<file path="config.mk">
export PLATFORM = sky130hd
export DESIGN_NAME = seg8_capture_flat
export DESIGN_NICKNAME = d
export VERILOG_FILES = /design/src/rtl/seg8_pkg.sv /design/src/rtl/seg8_capture_if.sv /design/src/rtl/seg8_pattern_decode.sv /design/src/rtl/seg8_capture.sv /design/src/flat_wrapper.sv
export SDC_FILE = /design/constraint.sdc
export NUM_CORES = 1
export LEC_CHECK = 0
export CAP_MARGIN = 0
export CORE_MARGIN = 2
export CORE_UTILIZATION = 53
export CTS_CLUSTER_SIZE = 20
export DETAILED_ROUTE_END_ITERATION = 8
export MAX_ROUTING_LAYER = met4
export PLACE_DENSITY = 0.88
export REMOVE_ABC_BUFFERS = 1
export SYNTH_ARGS = -nofsm -noshare
export SYNTH_HDL_FRONTEND = slang
export SYNTH_SLANG_ARGS = --single-unit
</file>
<file path="constraint.sdc">
create_clock -name clk -period 4.02 [get_ports clk]
set_input_delay 0.804 -clock clk [delete_from_list [all_inputs] [get_ports clk]]
set_output_delay 0.804 -clock clk [all_outputs]
set_load 0.05 [all_outputs]
</file>
<file path="src/rtl/seg8_pkg.sv">
// Shared definitions for the multiplexed 8-segment display bus.
// Holds the hex segment table, the word layout and small helpers.
// Both the display driver's encoder and the capture decoder use it.
package seg8_pkg;

  localparam int unsigned DIGITS   = 4;
  localparam int unsigned NIBBLE_W = 4;
  localparam int unsigned DATA_W   = 20;
  localparam int unsigned SEG_W    = 7;

  // Segment patterns for hex 0..F; bit 0 = segment a, bit 6 = segment g.
  // Entry 0 is the rightmost element.
  localparam logic [15:0][SEG_W-1:0] SEG_TABLE = {
    7'h71, 7'h79, 7'h5E, 7'h39, 7'h7C, 7'h77, 7'h6F, 7'h7F,
    7'h07, 7'h7D, 7'h6D, 7'h66, 7'h4F, 7'h5B, 7'h06, 7'h3F
  };

  // Word layout: digit k nibble -> data[4k+3:4k], dot -> data[16+k].
  typedef struct packed {
    logic [DIGITS-1:0]                dots;
    logic [DIGITS-1:0][NIBBLE_W-1:0]  nibbles;
  } capture_word_t;

  // Encoder side of the table, used by the display driver.
  function automatic logic [SEG_W-1:0] seg_encode(input logic [NIBBLE_W-1:0] nibble);
    return SEG_TABLE[nibble];
  endfunction

  // Index of the set bit of a one-hot drain vector.
  function automatic logic [1:0] onehot_index(input logic [DIGITS-1:0] oh);
    logic [1:0] idx;
    idx = '0;
    for (int i = 0; i < int'(DIGITS); i++) begin
      if (oh[i]) idx = 2'(i);
    end
    return idx;
  endfunction

endpackage

</file>
<file path="src/rtl/seg8_capture_if.sv">
// Display-bus interface for seg8_capture.
// drains/leds: scanned display bus (driven by the display side).
// data/data_valid/frame_err/stale: reassembled frame results.
interface seg8_capture_if;

  logic [seg8_pkg::DIGITS-1:0] drains;
  logic [7:0]                  leds;
  logic [seg8_pkg::DATA_W-1:0] data;
  logic                        data_valid;
  logic                        frame_err;
  logic                        stale;

  // Display driver / stimulus side.
  modport master (
    output drains, leds,
    input  data, data_valid, frame_err, stale
  );

  // Capture block side.
  modport slave (
    input  drains, leds,
    output data, data_valid, frame_err, stale
  );

endinterface

</file>
<file path="src/rtl/seg8_pattern_decode.sv">
// Combinational inverse of the driver's digit encoder.
// segs  : segment lines a..g.
// valid : 1 when segs matches one of the 16 hex patterns.
// nibble: decoded hex value, 0 when not valid.
module seg8_pattern_decode
  import seg8_pkg::*;
(
  input  logic [SEG_W-1:0]    segs,
  output logic                valid,
  output logic [NIBBLE_W-1:0] nibble
);

  // Searching the shared table keeps this an exact inverse of seg_encode.
  always_comb begin
    valid  = 1'b0;
    nibble = '0;
    for (int i = 0; i < 16; i++) begin
      if (segs == SEG_TABLE[i]) begin
        valid  = 1'b1;
        nibble = NIBBLE_W'(i);
      end
    end
  end

endmodule

</file>
<file path="src/rtl/seg8_capture.sv">
// Receiver for a 4-digit multiplexed 8-segment display bus.
// Synchronizes the bus, waits for each digit dwell to settle, decodes it
// and reassembles the 20-bit word, flagging undecodable digits and a stale bus.
// clk, rst : clock and asynchronous active-high reset.
// bus      : drains/leds in; data, data_valid, frame_err, stale out.
module seg8_capture
  import seg8_pkg::*;
#(
  parameter int unsigned SYNC_STAGES    = 2,
  parameter int unsigned STABLE_CYCLES  = 4,
  parameter int unsigned TIMEOUT_CYCLES = 1048576
) (
  input  logic          clk,
  input  logic          rst,
  seg8_capture_if.slave bus
);

  localparam int unsigned BUS_W = DIGITS + 8;
  localparam int unsigned CNT_W = 8;
  localparam int unsigned TMO_W = $clog2(TIMEOUT_CYCLES + 1);

  typedef enum logic {SETTLE, HOLD} state_t;

  logic [SYNC_STAGES-1:0][BUS_W-1:0] sync_q;
  logic [BUS_W-1:0]                  s;
  logic [BUS_W-1:0]                  s_q;

  state_t            state_q, state_d;
  logic [CNT_W-1:0]  cnt_q, cnt_d;
  logic              accept_c;

  logic [DIGITS-1:0] drains_s;
  logic [1:0]        digit_c;
  logic              dec_valid;
  logic [NIBBLE_W-1:0] dec_nibble;

  capture_word_t     frame_q, frame_next;
  logic [DIGITS-1:0] seen_q, seen_next;
  logic [DIGITS-1:0] err_q, err_next;
  logic [TMO_W-1:0]  tmo_q;

  logic [DATA_W-1:0] data_q;
  logic              data_valid_q;
  logic              frame_err_q;
  logic              stale_q;

  // Input synchronizer plus one-sample history.
  always_ff @(posedge clk or posedge rst) begin
    if (rst) begin
      sync_q <= '0;
      s_q    <= '0;
    end else begin
      sync_q[0] <= {bus.drains, bus.leds};
      for (int i = 1; i < int'(SYNC_STAGES); i++) begin
        sync_q[i] <= sync_q[i-1];
      end
      s_q <= s;
    end
  end

  assign s        = sync_q[SYNC_STAGES-1];
  assign drains_s = s[BUS_W-1:8];
  assign digit_c  = onehot_index(drains_s);

  seg8_pattern_decode u_decode (
    .segs   (s[SEG_W-1:0]),
    .valid  (dec_valid),
    .nibble (dec_nibble)
  );

  // Stability FSM state register.
  always_ff @(posedge clk or posedge rst) begin
    if (rst) begin
      state_q <= SETTLE;
      cnt_q   <= '0;
    end else begin
      state_q <= state_d;
      cnt_q   <= cnt_d;
    end
  end

  // Stability FSM: one accept per stable dwell; blank/non-one-hot dwells are skipped.
  always_comb begin
    state_d  = state_q;
    cnt_d    = cnt_q;
    accept_c = 1'b0;
    case (state_q)
      SETTLE: begin
        if (s != s_q) begin
          cnt_d = '0;
        end else if (cnt_q == CNT_W'(STABLE_CYCLES - 1)) begin
          state_d  = HOLD;
          cnt_d    = '0;
          accept_c = $onehot(drains_s);
        end else begin
          cnt_d = cnt_q + CNT_W'(1);
        end
      end
      HOLD: begin
        if (s != s_q) begin
          state_d = SETTLE;
          cnt_d   = '0;
        end
      end
      default: begin
        state_d = SETTLE;
        cnt_d   = '0;
      end
    endcase
  end

  // Frame contents as they would be after accepting the current digit.
  always_comb begin
    frame_next                   = frame_q;
    frame_next.nibbles[digit_c]  = dec_valid ? dec_nibble : '0;
    frame_next.dots[digit_c]     = s[7];
    seen_next                    = seen_q | (DIGITS'(1) << digit_c);
    err_next                     = err_q;
    err_next[digit_c]            = ~dec_valid;
  end

  // Frame assembly, completion and stale-bus timeout; an accept beats a timeout.
  always_ff @(posedge clk or posedge rst) begin
    if (rst) begin
      frame_q      <= '0;
      seen_q       <= '0;
      err_q        <= '0;
      tmo_q        <= '0;
      data_q       <= '0;
      data_valid_q <= 1'b0;
      frame_err_q  <= 1'b0;
      stale_q      <= 1'b1;
    end else begin
      data_valid_q <= 1'b0;
      if (accept_c) begin
        frame_q <= frame_next;
        tmo_q   <= '0;
        stale_q <= 1'b0;
        if (seen_next == {DIGITS{1'b1}}) begin
          data_q       <= frame_next;
          frame_err_q  <= |err_next;
          data_valid_q <= 1'b1;
          seen_q       <= '0;
          err_q        <= '0;
        end else begin
          seen_q <= seen_next;
          err_q  <= err_next;
        end
      end else if (tmo_q >= TMO_W'(TIMEOUT_CYCLES - 1)) begin
        tmo_q   <= TMO_W'(TIMEOUT_CYCLES);
        seen_q  <= '0;
        err_q   <= '0;
        stale_q <= 1'b1;
      end else begin
        tmo_q <= tmo_q + TMO_W'(1);
      end
    end
  end

  assign bus.data       = data_q;
  assign bus.data_valid = data_valid_q;
  assign bus.frame_err  = frame_err_q;
  assign bus.stale      = stale_q;

endmodule

</file>
<file path="src/flat_wrapper.sv">
// flat-port wrapper written by rule: the top's interface ports become plain ports
module seg8_capture_flat import seg8_pkg::*;
#(
  parameter int unsigned SYNC_STAGES    = 2,
  parameter int unsigned STABLE_CYCLES  = 4,
  parameter int unsigned TIMEOUT_CYCLES = 1048576
)
  (clk, rst, bus_drains, bus_leds, bus_data, bus_data_valid, bus_frame_err, bus_stale);
  seg8_capture_if bus_i ();
  input  logic clk;
  input  logic rst;
  input wire logic [$bits(bus_i.drains)-1:0] bus_drains;
  input wire logic [$bits(bus_i.leds)-1:0] bus_leds;
  output wire logic [$bits(bus_i.data)-1:0] bus_data;
  output wire logic [$bits(bus_i.data_valid)-1:0] bus_data_valid;
  output wire logic [$bits(bus_i.frame_err)-1:0] bus_frame_err;
  output wire logic [$bits(bus_i.stale)-1:0] bus_stale;
  assign bus_i.drains = bus_drains;
  assign bus_i.leds = bus_leds;
  assign bus_data = bus_i.data;
  assign bus_data_valid = bus_i.data_valid;
  assign bus_frame_err = bus_i.frame_err;
  assign bus_stale = bus_i.stale;
  seg8_capture #(.SYNC_STAGES(SYNC_STAGES), .STABLE_CYCLES(STABLE_CYCLES), .TIMEOUT_CYCLES(TIMEOUT_CYCLES)) u_core (.clk(clk), .rst(rst), .bus(bus_i));
endmodule
</file>
# [Word-level counts from Yosys, hierarchy flattened]
# Cells that the tools add are included.
[word_totals] reg_bits=117
[op_classes] add_sub_neg=5 n_lt_le_gt_ge=3 n_eq_ne=21 shifts=1 muxes=64 n_bitwise=3 reduce_logical=4
[ops] op="7-bit == test (second input constant)" count=12
[ops] op="4-bit two-way mux" count=21
[ops] op="21-bit two-way mux" count=2
[ops] op="1-bit two-way mux" count=29
[ops] op="8-bit two-way mux" count=3
[ops] op="21-bit by 1-bit adder with 21-bit output (second input constant)" count=1
[ops] op="21-bit by 20-bit >= comparator with 1-bit output (second input constant)" count=1
[ops] op="16-bit bitwise mux" count=1
[ops] op="8-bit case mux with 2 select lines" count=1
[ops] op="7-bit by 3-bit == test with 1-bit output (second input constant)" count=2
[ops] op="7-bit by 6-bit == test with 1-bit output (second input constant)" count=2
[ops] op="12-bit inequality test" count=1
[ops] op="8-bit by 1-bit adder with 8-bit output (second input constant)" count=1
[ops] op="4-bit bitwise mux" count=2
[ops] op="4-bit demux with 2-bit select" count=1
[ops] op="8-bit by 2-bit == test with 1-bit output (second input constant)" count=1
[ops] op="1-bit by 1-bit adder with 2-bit output" count=2
[ops] op="4-bit == test (second input constant)" count=1
[ops] op="2-bit two-way mux" count=2
[ops] op="4-bit OR" count=1
[ops] op="4-bit OR reduction" count=1
[ops] op="1-bit by 2-bit << shifter with 4-bit output (first input constant)" count=1
[ops] op="3-bit adder" count=1
[ops] op="3-bit by 1-bit == test with 1-bit output (second input constant)" count=1
[ops] op="other kinds (9)" count=10

# [Logic depth before layout (Yosys ltp)]
[logic_depth] ltp_word=21 depth_mapped=13 ltp_nobuf=9

# [Hierarchy]
# Synthesis repeated with hierarchy kept, for this count alone.
[hier_totals] hier_cells=513 area_unflattened_um2=5582.9
[by_module_without_submodules] mod="seg8_capture" n_inst=1 cells_per_inst=451 area_per_inst_um2=5170.0 seq_area_each_um2=2929.1
[by_module_without_submodules] mod="seg8_pattern_decode" n_inst=1 cells_per_inst=62 area_per_inst_um2=412.9 seq_area_each_um2=0.0

# [Worst setup path before layout]
# OpenSTA, ideal clock, no wires.
[synth_timing] path_kind="reg2reg" startpoint="reg u_core.sync_q (netlist bit u_core.s[11])" endpoint="reg u_core.data_q[10], in the netlist u_core.bus.data[10]" arrival_ps=3294 required_ps=3892 slack_ps=598 stages_incl_launch_ff=13 path_cell_list="dfrtp_1 -> buf_2 -> inv_1 -> ha_1 -> ha_1 -> fa_1 -> nor4b_1 -> nand3_2 -> or4_1 -> buf_2 -> or2_1 -> buf_6 -> mux2_1"
[synth_via] elab_chain_cells=7 elab_cells_between_ends=18 cone_classes="add/sub: 2; order compare: 2; eq/ne: 3; shift: 1; mux: 7; bitwise: 1; reduce/logical: 2"
[synth_rtl] element="from (decl)" line_no="seg8_capture.sv:24" source="logic [SYNC_STAGES-1:0][BUS_W-1:0] sync_q;"
[synth_rtl] element="from (signal, indexed assignment)" line_no="seg8_capture.sv:55" source="sync_q[i] <= sync_q[i-1];"
[synth_rtl] element="1-bit by 1-bit adder with 2-bit output (implied by the code)" line_no="seg8_capture.sv:94" source="accept_c = $onehot(drains_s);"
[synth_rtl] element="3-bit adder (implied by the code)" line_no="seg8_capture.sv:94"
[synth_rtl] element="3-bit by 1-bit == test with 1-bit output" line_no="seg8_capture.sv:94"
[synth_rtl] element="1-bit two-way mux" line_no="seg8_capture.sv:91" source="end else if (cnt_q == CNT_W'(STABLE_CYCLES - 1)) begin"
[synth_rtl] element="1-bit two-way mux" line_no="seg8_capture.sv:89" source="if (s != s_q) begin"
[synth_rtl] element="1-bit two-way mux" line_no="seg8_capture.sv:87" source="case (state_q)"
[synth_rtl] element="2-bit AND reduction (no source line)"
[synth_rtl] element="to (signal assigned)" line_no="seg8_capture.sv:140" source="data_q <= frame_next;"
[synth_rtl] element="to (decl)" line_no="seg8_capture.sv:42" source="logic [DATA_W-1:0] data_q;"
# Parallel ways exist; a longest one is shown, timed or not.
# A chain may end at the register's enable or synchronous reset.

# [Worst setup path in the final report]
[layout_timing] startpoint="reg u_core.sync_q (netlist bit u_core.s[10])" endpoint="reg u_core.data_q[11], in the netlist u_core.bus.data[11]"
[layout_via] elab_chain_cells=7 elab_cells_between_ends=19 cone_classes="add/sub: 2; order compare: 2; eq/ne: 3; shift: 1; mux: 8; bitwise: 1; reduce/logical: 2"
[layout_rtl] element="1-bit by 1-bit adder with 2-bit output (implied by the code) or 2-bit two-way mux (tied branches)" line_no="seg8_capture.sv:94, seg8_pkg.sv:34"
[layout_rtl] element="3-bit adder (implied by the code) or 2-bit two-way mux (tied branches)" line_no="seg8_capture.sv:94, seg8_pkg.sv:34"
[layout_rtl] element="3-bit by 1-bit == test with 1-bit output (tied with other cells)" line_no="seg8_capture.sv:94"
[layout_rtl] element="1-bit two-way mux or 1-bit logical AND (tied branches)" line_no="seg8_capture.sv:91, seg8_capture.sv:115"
[layout_rtl] element="1-bit two-way mux or 4-bit two-way mux (tied branches)" line_no="seg8_capture.sv:89, seg8_capture.sv:115"
[layout_rtl] element="1-bit two-way mux or 4-bit demux with 2-bit select (tied branches)"
[layout_rtl] element="2-bit AND reduction (no source line) or 16-bit bitwise mux (tied branches)"
# Parallel ways exist; a longest one is shown, timed or not.

==> results.ini <==
[sta]
worst_slack_ns=0.314
skew_ns=0.0104
finalCriticalPeriod_ns=3.71
tns_ns=0
period_share_pct=92.2
clock.fmax_mhz=270
tightest_slew_ns=1.09
slew_headroom_pct=26.8
slew_violations=0
setup_viol=0
grt_setup_unrepaired=false
hold_viol_final=0

[final_layout]
stdcell_count=680
nNetsFinal=556
antenna_cells=0
drive_above_1_share_pct=11.0
postLayoutCellArea_mm2=0.00647
area_growth_pct=21.1

[synth]
async_flop_share_pct=100
synthFlopType=dfrtp_1
synth-edff-count=0
yosysWarnings=0
syn_area_mm2=0.00534
yosys.area.top_type=dfrtp_1
synth.top_cells.by_area=dfrtp_1, o21ai_0, xnor2_1, nor2_1, mux2i_1
yosys.area.top_type_share_pct=54.3
ys_types=63
netlist_instances=497
avgSynthCellArea_um2=10.7
synth_seq_area_share_pct=54.8
ys_ff_latch=117

[clock_network]
clkSinkCount=117
clk_latency_ns=0.53
cts_tree=done
clk_pin_slew_worst_paths_ns=0.06
ctsResizeCount=0
cts_setup_buffers=0
root_buffer=clkbuf_8
hold_buffers=0
h-tree-depth=4
ctsLongestPathBuffers=2
cts_made_buffers=17

[placement]
port_buffers=36
place_hpwl_mm=7.44
place_area_mm2=0.00582
placed_cells=649
gp_congestion=0.914
pre_cts_ws_ns=0.328

[run]
drv_cap=0

[hold_path]
hold_path_class=register to register
hold_depth=0

[power]
p_leak_nw=2.77
vdd_drop_max_uv=311
power_density_mw_per_mm2=463
power_w=0.00299

[drt]
drcViolationCount=0
dr.pass1.iters=5
wl_per_cell_um=17.3
viasPerCell=5.96
ant_nets=0
wl_mm=11.8
drtIter0Drc=263
vias=4050

[critical_path]
path_class=register to register
worstSetupEndpointType=register
crit_arrival_ns=4.11
worst_r2r_path_depth=9
required_ns=4.43
worstPathMaxFanout=19
cp-start-kind=register

[floorplan]
rows=36
io_pins=37
die_y_um=104
core_region_area_mm2=0.00977
die-width_um=104
die_area_mm2=0.0109
start_util_pct=54.6

[global_route]
grt_pass1_wl_mm=19.7
antenna_found_initial=0
grt_overflow=0
track_usage_pct=23.4
grt_pass1_vias=4112
grt_max_degree=65

[outcome]
status=completed

-- cells in the mapped netlist, drive strengths merged (5+ instances only) --
| master | n |
|---|---|
| nand3 | 18 |
| xor2 | 8 |
| xnor2 | 24 |
| nand2b | 9 |
| dfrtp | 116 |
| nand2 | 26 |
| o31ai | 5 |
| o21ai | 62 |
| nand4b | 6 |
| nor4 | 7 |
| mux2i | 11 |
| nor2 | 31 |
| clkbuf | 19 |
| buf | 8 |
| inv | 18 |
| o22ai | 10 |
| and3 | 6 |
| ha | 6 |
| nor3 | 14 |
| nand4 | 11 |
| mux2 | 16 |
| a21oi | 13 |
-- cells in the final DEF, fill, tap and decap left out, types with 5 or more instances in the layout --
| cell | netlist | final |
|---|---|---|
| nand4b_1 | 6 | 6 |
| nor2_1 | 31 | 31 |
| nor3_1 | 14 | 14 |
| o21ai_1 | 10 | 10 |
| and3_1 | 6 | 6 |
| nand2_1 | 26 | 26 |
| nor4_1 | 6 | 6 |
| dfrtp_1 | 116 | 116 |
| buf_4 | 1 | 10 |
| bufinv_16 | 0 | 6 |
| xnor2_1 | 24 | 24 |
| mux2_2 | 7 | 7 |
| nand3_1 | 17 | 17 |
| nand4_1 | 11 | 11 |
| clkbuf_16 | 0 | 16 |
| mux2_1 | 8 | 8 |
| inv_1 | 18 | 17 |
| o31ai_1 | 5 | 5 |
| a21oi_1 | 13 | 13 |
| o21ai_0 | 52 | 52 |
| nand2b_1 | 9 | 9 |
| o22ai_1 | 10 | 10 |
| xor2_1 | 8 | 8 |
| ha_1 | 6 | 6 |
| mux2i_1 | 11 | 11 |
| clkdlybuf4s50_1 | 0 | 36 |
-- flip-flops by register name, summed over array words and instances, names as in the netlist --
signal                 cells
u_core.state_q             1
u_core.frame_q            20
u_core.err_q               4
u_core.bus.data           20
u_core.sync_q             12
u_core.cnt_q               8
u_core.s                  12
u_core.tmo_q              21
u_core.s_q                12
u_core.bus.data_valid      1
u_core.bus.frame_err       1
u_core.seen_q              4
u_core.bus.stale           1
-- per-layer routing --
layer | track usage, % | part of all wire (%)
met1 | 27.9 | 42
met2 | 37.3 | 50
met3 | 5.89 | 5.2
met4 | 10.9 | 2.7
met5 | - | 0
-- area by class of cell --
class | instances | area (um2)
clock buffers | 18 | 418
inverters | 18 | 70.1
repair buffers | 46 | 435
well taps | 133 | 166
flip-flops and latches | 117 | 2930
multi-input cells | 335 | 2220
clock inverters | 13 | 231
fillers | 685 | 3300
-- critical path, stage by stage, from the launching register on --
cell	delay, ns
dfrtp_1	0.44
inv_1	0.08
ha_1	0.32
ha_1	0.23
fa_1	0.43
nor4b_1	0.36
nand3_2	0.14
or4_1	0.57
or2_1	0.57
mux2_1	0.45
-- kinds of logic after synthesis --
logic type | share of synthesized area, %
XOR/XNOR | 5.25
buffers and inverters | 3.61
AND/OR/NAND/NOR | 16.8
flip-flops | 54.8
adder cells (fa/ha/maj) | 1.78
multiplexers | 5.50
AO/OA/AOI/OAI | 12.2
-- through the flow --
stage	hold slack, ns	utilization [%]
3_3_place_gp	0.332	59.5
3_5_place_dp	0.335	59.5
5_1_grt	0.351	66.2
2_1_floorplan	0.331	-
4_1_cts	0.347	66.2
6_report	0.344	66.2
-- power breakdown --
part           internal (W)  leakage [nW]  switching, W
Combinational     0.0000483         0.925     0.0000707
Clock               0.00113         0.311      0.000525
Sequential          0.00120          1.53     0.0000264
Total               0.00237          2.77      0.000623
-- path summary, 6_finish.rpt --
kind	from	end	slack [ns]
setup / recovery	u_core.s[10]	u_core.bus.data[11]	0.31
hold / removal	u_core.sync_q[7]	u_core.s[7]	0.34
setup reg to reg	u_core.s[10]	u_core.bus.data[11]	0.31
hold reg to reg	u_core.sync_q[7]	u_core.s[7]	0.34
max in group asynchronous	rst	u_core.sync_q[7]	2.43
min in group asynchronous	rst	u_core.tmo_q[10]	0.78
Power figures use the tool's default switching activity.
